`src/rtl/jellyvl_muladd_unsigned_multicycle.sv`:
```
// Unsigned multicycle multiply-add (m_product = s_a * s_b + s_c), one multiplier bit per cycle.
// Shift-add datapath with valid/ready on both sides; no overlap between operations.
module jellyvl_muladd_unsigned_multicycle #(
  parameter int unsigned A_WIDTH = 32,
  parameter int unsigned B_WIDTH = 32,
  parameter int unsigned C_WIDTH = B_WIDTH,
  parameter int unsigned P_WIDTH = A_WIDTH + B_WIDTH
) (
  input  logic               clk,
  input  logic               reset_n,
  input  logic               cke,
  input  logic [A_WIDTH-1:0] s_a,
  input  logic [B_WIDTH-1:0] s_b,
  input  logic [C_WIDTH-1:0] s_c,
  input  logic               s_valid,
  output logic               s_ready,
  output logic [P_WIDTH-1:0] m_product,
  output logic               m_overflow,
  output logic               m_valid,
  input  logic               m_ready
);

  localparam int unsigned AB_W  = A_WIDTH + B_WIDTH;
  // One spare bit above the widest term so the accumulator never wraps.
  localparam int unsigned ACC_W = ((AB_W > C_WIDTH) ? AB_W : C_WIDTH) + 1;
  localparam int unsigned CNT_W = (A_WIDTH > 1) ? $clog2(A_WIDTH) : 1;

  typedef enum logic [1:0] {StIdle, StRun, StDone} state_e;

  state_e             state;
  logic [ACC_W-1:0]   acc;
  logic [ACC_W-1:0]   b_reg;
  logic [ACC_W-1:0]   acc_step;
  logic [A_WIDTH-1:0] a_reg;
  logic [CNT_W-1:0]   cnt;
  logic [P_WIDTH-1:0] prod_w;
  logic               ovf_w;

  assign acc_step = a_reg[0] ? (acc + b_reg) : acc;
  assign s_ready  = cke && (state == StIdle);

  generate
    if (P_WIDTH < ACC_W) begin : g_trunc
      assign prod_w = acc_step[P_WIDTH-1:0];
      assign ovf_w  = |acc_step[ACC_W-1:P_WIDTH];
    end else begin : g_ext
      assign prod_w = P_WIDTH'(acc_step);
      assign ovf_w  = 1'b0;
    end
  endgenerate

  always_ff @(posedge clk or negedge reset_n) begin
    if (!reset_n) begin
      state      <= StIdle;
      m_valid    <= 1'b0;
      m_product  <= '0;
      m_overflow <= 1'b0;
      acc        <= '0;
      a_reg      <= '0;
      b_reg      <= '0;
      cnt        <= '0;
    end else if (cke) begin
      unique case (state)
        StIdle: begin
          if (s_valid) begin
            acc   <= ACC_W'(s_c);
            a_reg <= s_a;
            b_reg <= ACC_W'(s_b);
            cnt   <= CNT_W'(A_WIDTH - 1);
            state <= StRun;
          end
        end
        StRun: begin
          acc   <= acc_step;
          a_reg <= a_reg >> 1;
          b_reg <= b_reg << 1;
          cnt   <= cnt - CNT_W'(1);
          // Last step: capture the post-step accumulator directly into the outputs.
          if (cnt == '0) begin
            m_product  <= prod_w;
            m_overflow <= ovf_w;
            m_valid    <= 1'b1;
            state      <= StDone;
          end
        end
        StDone: begin
          if (m_ready) begin
            m_valid <= 1'b0;
            state   <= StIdle;
          end
        end
        default: state <= StIdle;
      endcase
    end
  end

endmodule

```
`config.mk`:
```
export PLATFORM = sky130hd
export DESIGN_NAME = jellyvl_muladd_unsigned_multicycle
export DESIGN_NICKNAME = d
export VERILOG_FILES = /design/src/rtl/jellyvl_muladd_unsigned_multicycle.sv
export SDC_FILE = /design/constraint.sdc
export NUM_CORES = 1
export LEC_CHECK = 0
export BUFFER_PORTS_ARGS = -buffer_cell sky130_fd_sc_hd__buf_2
export CAP_MARGIN = 40
export CORE_MARGIN = 2
export CORE_UTILIZATION = 60
export CTS_BUF_LIST = sky130_fd_sc_hd__clkbuf_4 sky130_fd_sc_hd__clkbuf_8
export DETAILED_ROUTE_END_ITERATION = 10
export GPL_ROUTABILITY_DRIVEN = 1
export HOLD_SLACK_MARGIN = 0.12
export PLACE_DENSITY = 0.85
export SYNTH_ARGS = -nofsm -noshare
export SYNTH_HDL_FRONTEND = slang
export SYNTH_SLANG_ARGS = --single-unit
```
`constraint.sdc`:
```
create_clock -name clk -period 6.1 [get_ports clk]
set_input_delay 1.22 -clock clk [delete_from_list [all_inputs] [get_ports clk]]
set_output_delay 1.22 -clock clk [all_outputs]
set_load 0.005 [all_outputs]
```
# == After elaboration in Yosys (flattened, before gate mapping) ==
# Index checks and enable logic that the tools add are counted.
# word_totals
regBits,235
inputBits,101
output_inout_bits,67
# op_classes
addsub,2
n_eq_ne,5
n_mux,16
reduce_logical,9
# ops
cell,count
$pmux 65 s2,2
$mux 65,3
$add 65x65->65,1
$pmux 32 s2,1
$mux 32,1
$pmux 5 s2,1
$reduce_and 4->1,2
$mux 2,3
$ne 2x2->1 const B,3
$pmux 2 s3,1
$reduce_and 3->1,2
$logic_not 5->1,1
$mux 5,1
$sub 5x1->5 const B,1
$reduce_bool 2->1,2
$eq 2x1->1 const B,1
$eq 2x2->1 const B,1
$logic_not 2->1,1
$mux 1,2
$pmux 1 s2,1
$logic_and 1x1->1,1

# == Depth between registers and ports, before layout ==
# Gate-level depths: netlist of the first run.
# logic_depth
ltp_word,3
depth_mapped,13

# == Least setup slack after synthesis of the first run ==
# Ideal clock, no wire load.
# synth_timing
path_type,register to register
startpoint,register acc[0]
endpoint,register acc[50]
setup_time_ns,0.121
arrival_ns,3.074
setup_slack_ns,2.905
stages_incl_launch_ff,14
n_path_buf,0
period_less_slack_ns,3.195
path_cell_list,dfrtp_1 ha_1 fa_1 a211oi_1 o211a_1 o31ai_1 a221o_1 a41oi_2 o211a_1 o21ai_2 a21boi_2 o221ai_2 xnor2_1 a22o_1
# synth_via
elab_chain_len,3
# synth_lines
element,line_no,text
start: declaration,31,logic [ACC_W-1:0] acc;
start signal: assignment,66,acc <= ACC_W'(s_c);
start signal: assignment,74,acc <= acc_step;
$add 65x65->65,39,assign acc_step = a_reg[0] ? (acc + b_reg) : acc;
$mux 65,39,
$pmux 65 s2,63,unique case (state)
# No other way between the ends.
# A chain may end at the register's enable or synchronous reset.

# == Worst setup path in the final report of the first run ==
# layout_timing
startpoint,register acc[0]
endpoint,register m_product[34]
# layout_via
elab_chain_len,2
# layout_lines
element,line_no,text
$add 65x65->65,39,
$mux 65,39,
end signal: assignment,80,m_product <= prod_w;
end: declaration,17,"output logic [P_WIDTH-1:0] m_product,"
# No other way between the ends.

==> results.cfg, run 1 <==
[status]
status = complete, no violations

[global_routing]
overflow = 0
antenna_found_initial = 5
grt_pass1_vias = 11923
gr-usage-all-layers = 0.311
grt_max_degree = 141
grt_pass1_wl_microns = 60500

[finish]
postLayoutCellArea_sq_um = 15500
flow.area_growth_from_synthesis_pct = 13.8
finalNetCount = 1790
layout.cells.most_common = nand2_1
drive_gt1_frac = 0.170
mostFrequentLayoutCells = nand2_1 (235), dfrtp_1 (234), o21ai_0 (186)

[yosys]
synth.top_cell.area_share = 0.433
postSynthCellCount = 1504
yosys.cell_types.count = 64
syn_area_per_cell_sq_um = 9.04
synth_area_leaders = dfrtp_1 (43%), o21ai_0 (6.9%), nand2_1 (6.5%)
async_flop_share = 1.00
synth_compound_area_frac = 0.262
synth_edf_count = 0
netlist_area_sq_um = 13600
yosys_warnings = 0
ys_ff_latch = 235
synth-seq-area-share = 0.433
synthXorXnorAreaFrac = 0.0425
syn_nets = 1672
synth_top_family_by_area = compound AO/OA/AOI/OAI gates
yosys.area_share.adder = 0.0622
yosysTopAreaCell = dfrtp_1
synth_ff_type = dfrtp_1
synth-simple-area-share = 0.122
synthMuxAreaShare = 0.0434

[power_and_ir_drop]
p_leak_nw = 7.55
power_mw = 7.80
p_int_mw = 4.42
seqPwrFrac = 0.320
power_frac_comb = 0.482
power_density_nw_per_um2 = 504
ir_drop_v = 0.000297
p_sw_frac = 0.433
pwr-share-clk = 0.198
p_sw_mw = 3.38

[clock_network]
cts_buffer_depth = 3
cts.sinks = 235
cts_tree = yes
insertion_delay_ns = 0.58
numCtsBuffers = 40
hold_buffers = 0
cts-root-buf = clkbuf_8
post_cts_buffers = 0
cts.clk_slew.worst_paths_ns = 0.07
cts_resized = 0
htreeDepth = 2

[setup_path]
arrival_ns = 4.16
cp_max_fo = 4
r2r_setup_slack_ns = 2.41
critPathBufInv = 0
path_class = reg -> reg
startpoint_type = flip-flop
path_cells = ha_1 > fa_1 > a211oi_1 > o211a_1 > o31ai_1 > a221o_1 > a41oi_2 > o211ai_1 > a31o_2 > a21oi_1 > xnor2_1 > mux2i_1 > o21ai_0
slowest_stage = fa_1
r2r-start = acc[0]
endpoint_kind = flip-flop
crit_family = compound AO/OA/AOI/OAI gates
critPathRequiredTime_ns = 6.57
startpoint = acc[0]
max_stage_delay_ns = 0.42

[sta]
max_slew_margin = 0.423
finalCritPeriodShare = 0.605
finalSetupTns_ns = 0
setup_viol = 0
timing.fmax_mhz = 271
finalHoldViolCount = 0
worst_slack_ns = 2.41
worstMarginPinSlew_ns = 0.866
rsz0062_at_grt = no
hold_slack_ns = 0.476
clock_skew_ns = 0.0427
finalMaxSlewViolations = 0
finalCriticalPeriod_ns = 3.69

[detailed_routing]
wl_microns = 37100
first_pass_iters = 5
ant_nets = 0
drc = 0
wl_per_cell_microns = 19.1
vias = 12224
drtIter0Drc = 889
vias_per_cell = 6.30

[min_path]
hold_class = reg -> reg
worstHoldStart = m_product[56]

[die]
ios = 168
fp.coreArea_sq_um = 22400
initial_core_util = 0.606
die-area_sq_um = 23900
die_w_microns = 155
rows = 55
die_h_microns = 155

[run]
cap_violations = 0

[place]
dp_slack_ns = 2.52
port_buffers = 167
place_area_sq_um = 14600
gp_congestion = 0.984
hpwlAfterDp_microns = 25700
-- per-stage QoR --
step | std cells | util
6_report | 1939 | 0.690
3_3_place_gp | 1863 | 0.648
2_1_floorplan | 1504 | -
5_1_grt | 1937 | 0.689
4_1_cts | 1935 | 0.689
3_5_place_dp | 1865 | 0.650
-- cell type report --
class | count | area, sq um
fill | 1811 | 6960
inverter | 20 | 75.1
timing repair buffer | 181 | 1000
sequential | 235 | 5880
antenna | 4 | 10.0
clock buffer | 57 | 728
tap | 285 | 357
multi-input combinational | 1144 | 7270
clock inverter | 13 | 139
-- path summary, 6_finish.rpt --
kind                                 endpoint  cells past startpoint
worst max register to register  m_product[34]                     13
worst min-delay path            m_product[56]                      2
worst max-delay path            m_product[34]                     13
min in group asynchronous       m_product[42]                      1
max in group asynchronous           b_reg[12]                      2
worst min register to register  m_product[56]                      2
-- layer usage --
metal | GRT usage | wire (microns)
met2 | 0.496 | 17100
met5 | 0 | 7
met4 | 0.0996 | 914
met1 | 0.432 | 16000
met3 | 0.0602 | 3040
-- cells in the mapped netlist (all sizes together) (8+ instances only) --
library cell,instances
nor3,12
a22o,62
a21o,44
o22ai,72
inv,20
clkbuf,92
nand3,9
ha,66
nand4,22
xor2,27
a21oi,103
dfrtp,235
nand2,236
a31oi,10
o21bai,12
a211oi,8
nor2,71
o21a,8
buf,13
mux2i,51
xnor2,39
o21ai,199
-- cells by family after synthesis --
group                    count (synthesis)
AO/OA/AOI/OAI                          565
AND/OR/NAND/NOR                        388
flip-flops                             235
buffers and inverters                  125
adder cells (fa/ha/maj)                 67
XOR/XNOR                                66
multiplexers                            58
-- power groups by stage --
stage	sequential [mW]	clock, mW	combinational (mW)
2_1_floorplan	2.34	0	2.84
3_3_place_gp	2.48	0	3.55
3_5_place_dp	2.51	0	3.67
4_1_cts	2.49	1.56	3.70
5_1_grt	2.55	1.64	4.14
6_report	2.49	1.55	3.76
-- worst min-delay path, delay by kind of cell, from the launching register on --
family | cells | cell delay [ns]
AO/OA/AOI/OAI | 1 | 0.06
AND/OR/NAND/NOR | 1 | 0.04
flip-flops | 1 | 0.34
Note: power is estimated with default switching activity, not from simulation.
==> inputs of run 2 (changes only) <==
Clock period 6.1 ns to 3.6 ns, I/O delays scaled along.
==> run 2 against run 1 <==
Net effect:
- count of clock-buffer cells in the layout fell by 1
- routed wire length fell by 1.0%
- final cell count rose by 0.62%
- sequential share of layout area fell by 0.27 points
- worst hold slack got worse by 0.059 ns
- combinational power rose by 75%
- design area rose by 0.70%
- clock skew fell by 0.017 ns
- critical endpoint is now acc[50]
- largest cell class unchanged
- largest power group unchanged
==> results.cfg, run 2 (synthesis gave the netlist of run 1 again) <==
[status]
status = complete, no violations

[detailed_routing]
wl_microns = 36700
wl_per_cell_microns = 18.8
ant_nets = 0
vias_per_cell = 6.23
vias = 12160
drtIter0Drc = 993
drc = 0
first_pass_iters = 5

[die]
die_h_microns = 155
fp.coreArea_sq_um = 22400
ios = 168
die-area_sq_um = 23900
die_w_microns = 155
rows = 55
initial_core_util = 0.606

[finish]
nFillCells = 1729
register_area_sq_um = 5880
flow.area_growth_from_synthesis_pct = 14.6
multi_input_area_sq_um = 7290
finalNetCount = 1807
layout.cells.most_common = nand2_1
drive_gt1_frac = 0.179
mostFrequentLayoutCells = nand2_1 (235), dfrtp_1 (234), o21ai_0 (185)
postLayoutCellArea_sq_um = 15600

[setup_path]
critPathBufInv = 0
r2r_setup_slack_ns = 0.13
r2r-start = acc[0]
path_cells = ha_1 > fa_2 > a211oi_2 > o211a_1 > o31ai_1 > a221o_1 > a41oi_2 > o211a_1 > o21ai_2 > a21boi_2 > o221ai_2 > xnor2_2 > a22o_1
crit_family = compound AO/OA/AOI/OAI gates
startpoint = acc[0]
slowest_stage = dfrtp_1
critPathRequiredTime_ns = 4.01
cp_max_fo = 3
endpoint_kind = flip-flop
startpoint_type = flip-flop
cp_common_cell = o211a_1
arrival_ns = 3.88
path_class = reg -> reg
worstRegToRegCells = 13
r2r-end = acc[50]
max_stage_delay_ns = 0.39

[power_and_ir_drop]
ir_drop_v = 0.000476
p_leak_nw = 7.62
power_density_nw_per_um2 = 850

[clock_network]
cts_tree = yes
htreeDepth = 2
cts.sinks = 235
cts_buffer_depth = 3
numCtsBuffers = 39
cts.clk_slew.worst_paths_ns = 0.07
insertion_delay_ns = 0.55
cts-root-buf = clkbuf_8

[sta]
finalHoldViolCount = 0
clock_skew_ns = 0.0258
worstMarginPinSlew_ns = 0.912
timing.fmax_mhz = 288
finalMaxSlewViolations = 0
finalSetupTns_ns = 0
setup_viol = 0
max_slew_margin = 0.392
finalCritPeriodShare = 0.964
finalCriticalPeriod_ns = 3.47

[place]
place_area_sq_um = 14700
gp_congestion = 0.959
hpwlAfterDp_microns = 25700
port_buffers = 167

[min_path]
hold_path_depth = 3
whs_endpoint = acc[0]
worstHoldStart = s_c[0]
hold_class = in -> reg

[global_routing]
antenna_found_initial = 2
grt_max_degree = 113
grt_pass1_wl_microns = 60400
overflow = 0
grt_pass1_vias = 11938
gr-usage-all-layers = 0.310

[run]
cap_violations = 0
-- run 2: final cells by class --
class	count	share of cell area
Antenna cell	1	0.000161
Clock buffer	56	0.0447
Clock inverter	11	0.00763
Inverter	20	0.00482
Multi-Input combinational cell	1144	0.468
Sequential cell	235	0.378
Tap cell	285	0.0229
Timing Repair Buffer	199	0.0741
-- run 2: per-stage QoR --
step	hold slack [ns]	instances	worst slack [ns]	power, mW	utilization
after floorplan	0.424	1504	0.405	8.79	-
after global placement	0.457	1878	0.129	10.3	0.654
after detailed placement	0.462	1880	0.0487	10.6	0.656
after CTS	0.399	1949	0.0354	13.1	0.693
after global routing	0.436	1950	-0.00227	14.2	0.694
final	0.417	1951	0.131	13.2	0.694
-- run 2: worst max-delay path by stage --
stage	endpoint	slack, ns	cells past startpoint
after floorplan	acc[50]	0.40	13
after global routing	acc[31]	-0.002	13
after global placement	acc[50]	0.13	13
final	acc[50]	0.13	13
after CTS	acc[50]	0.04	13
after detailed placement	acc[50]	0.05	13
-- run 2: power breakdown --
part / leakage, nW / internal (mW) / total (mW) / switching, mW
logic: 4.07 / 2.68 / 6.58 / 3.90
clock network: 0.438 / 1.40 / 2.50 / 1.11
registers: 3.11 / 3.48 / 4.16 / 0.684
total: 7.62 / 7.55 / 13.2 / 5.69
-- run 2: timing repair --
action                     4_1_cts  5_1_grt
gates resized for setup          0        5
setup endpoints to repair        2       24
pin swaps                        1        5
hold endpoints to repair        19        0
setup buffers                    1        1
hold buffers                     1        0
-- run 2: per-layer routing --
metal	global-route usage	up-vias	routed length, microns
met5	0	-	12
met4	0.104	2	991
met3	0.0549	89	2700
met2	0.506	465	17300
met1	0.422	5852	15700
li1	-	5752	-
-- run 2: worst register-to-register path, stage by stage (launching register included) --
cell,delay [ns]
dfrtp_1,0.39
ha_1,0.24
fa_2,0.38
a211oi_2,0.25
o211a_1,0.23
o31ai_1,0.10
a221o_1,0.35
a41oi_2,0.30
o211a_1,0.25
o21ai_2,0.13
a21boi_2,0.23
o221ai_2,0.14
xnor2_2,0.16
a22o_1,0.18
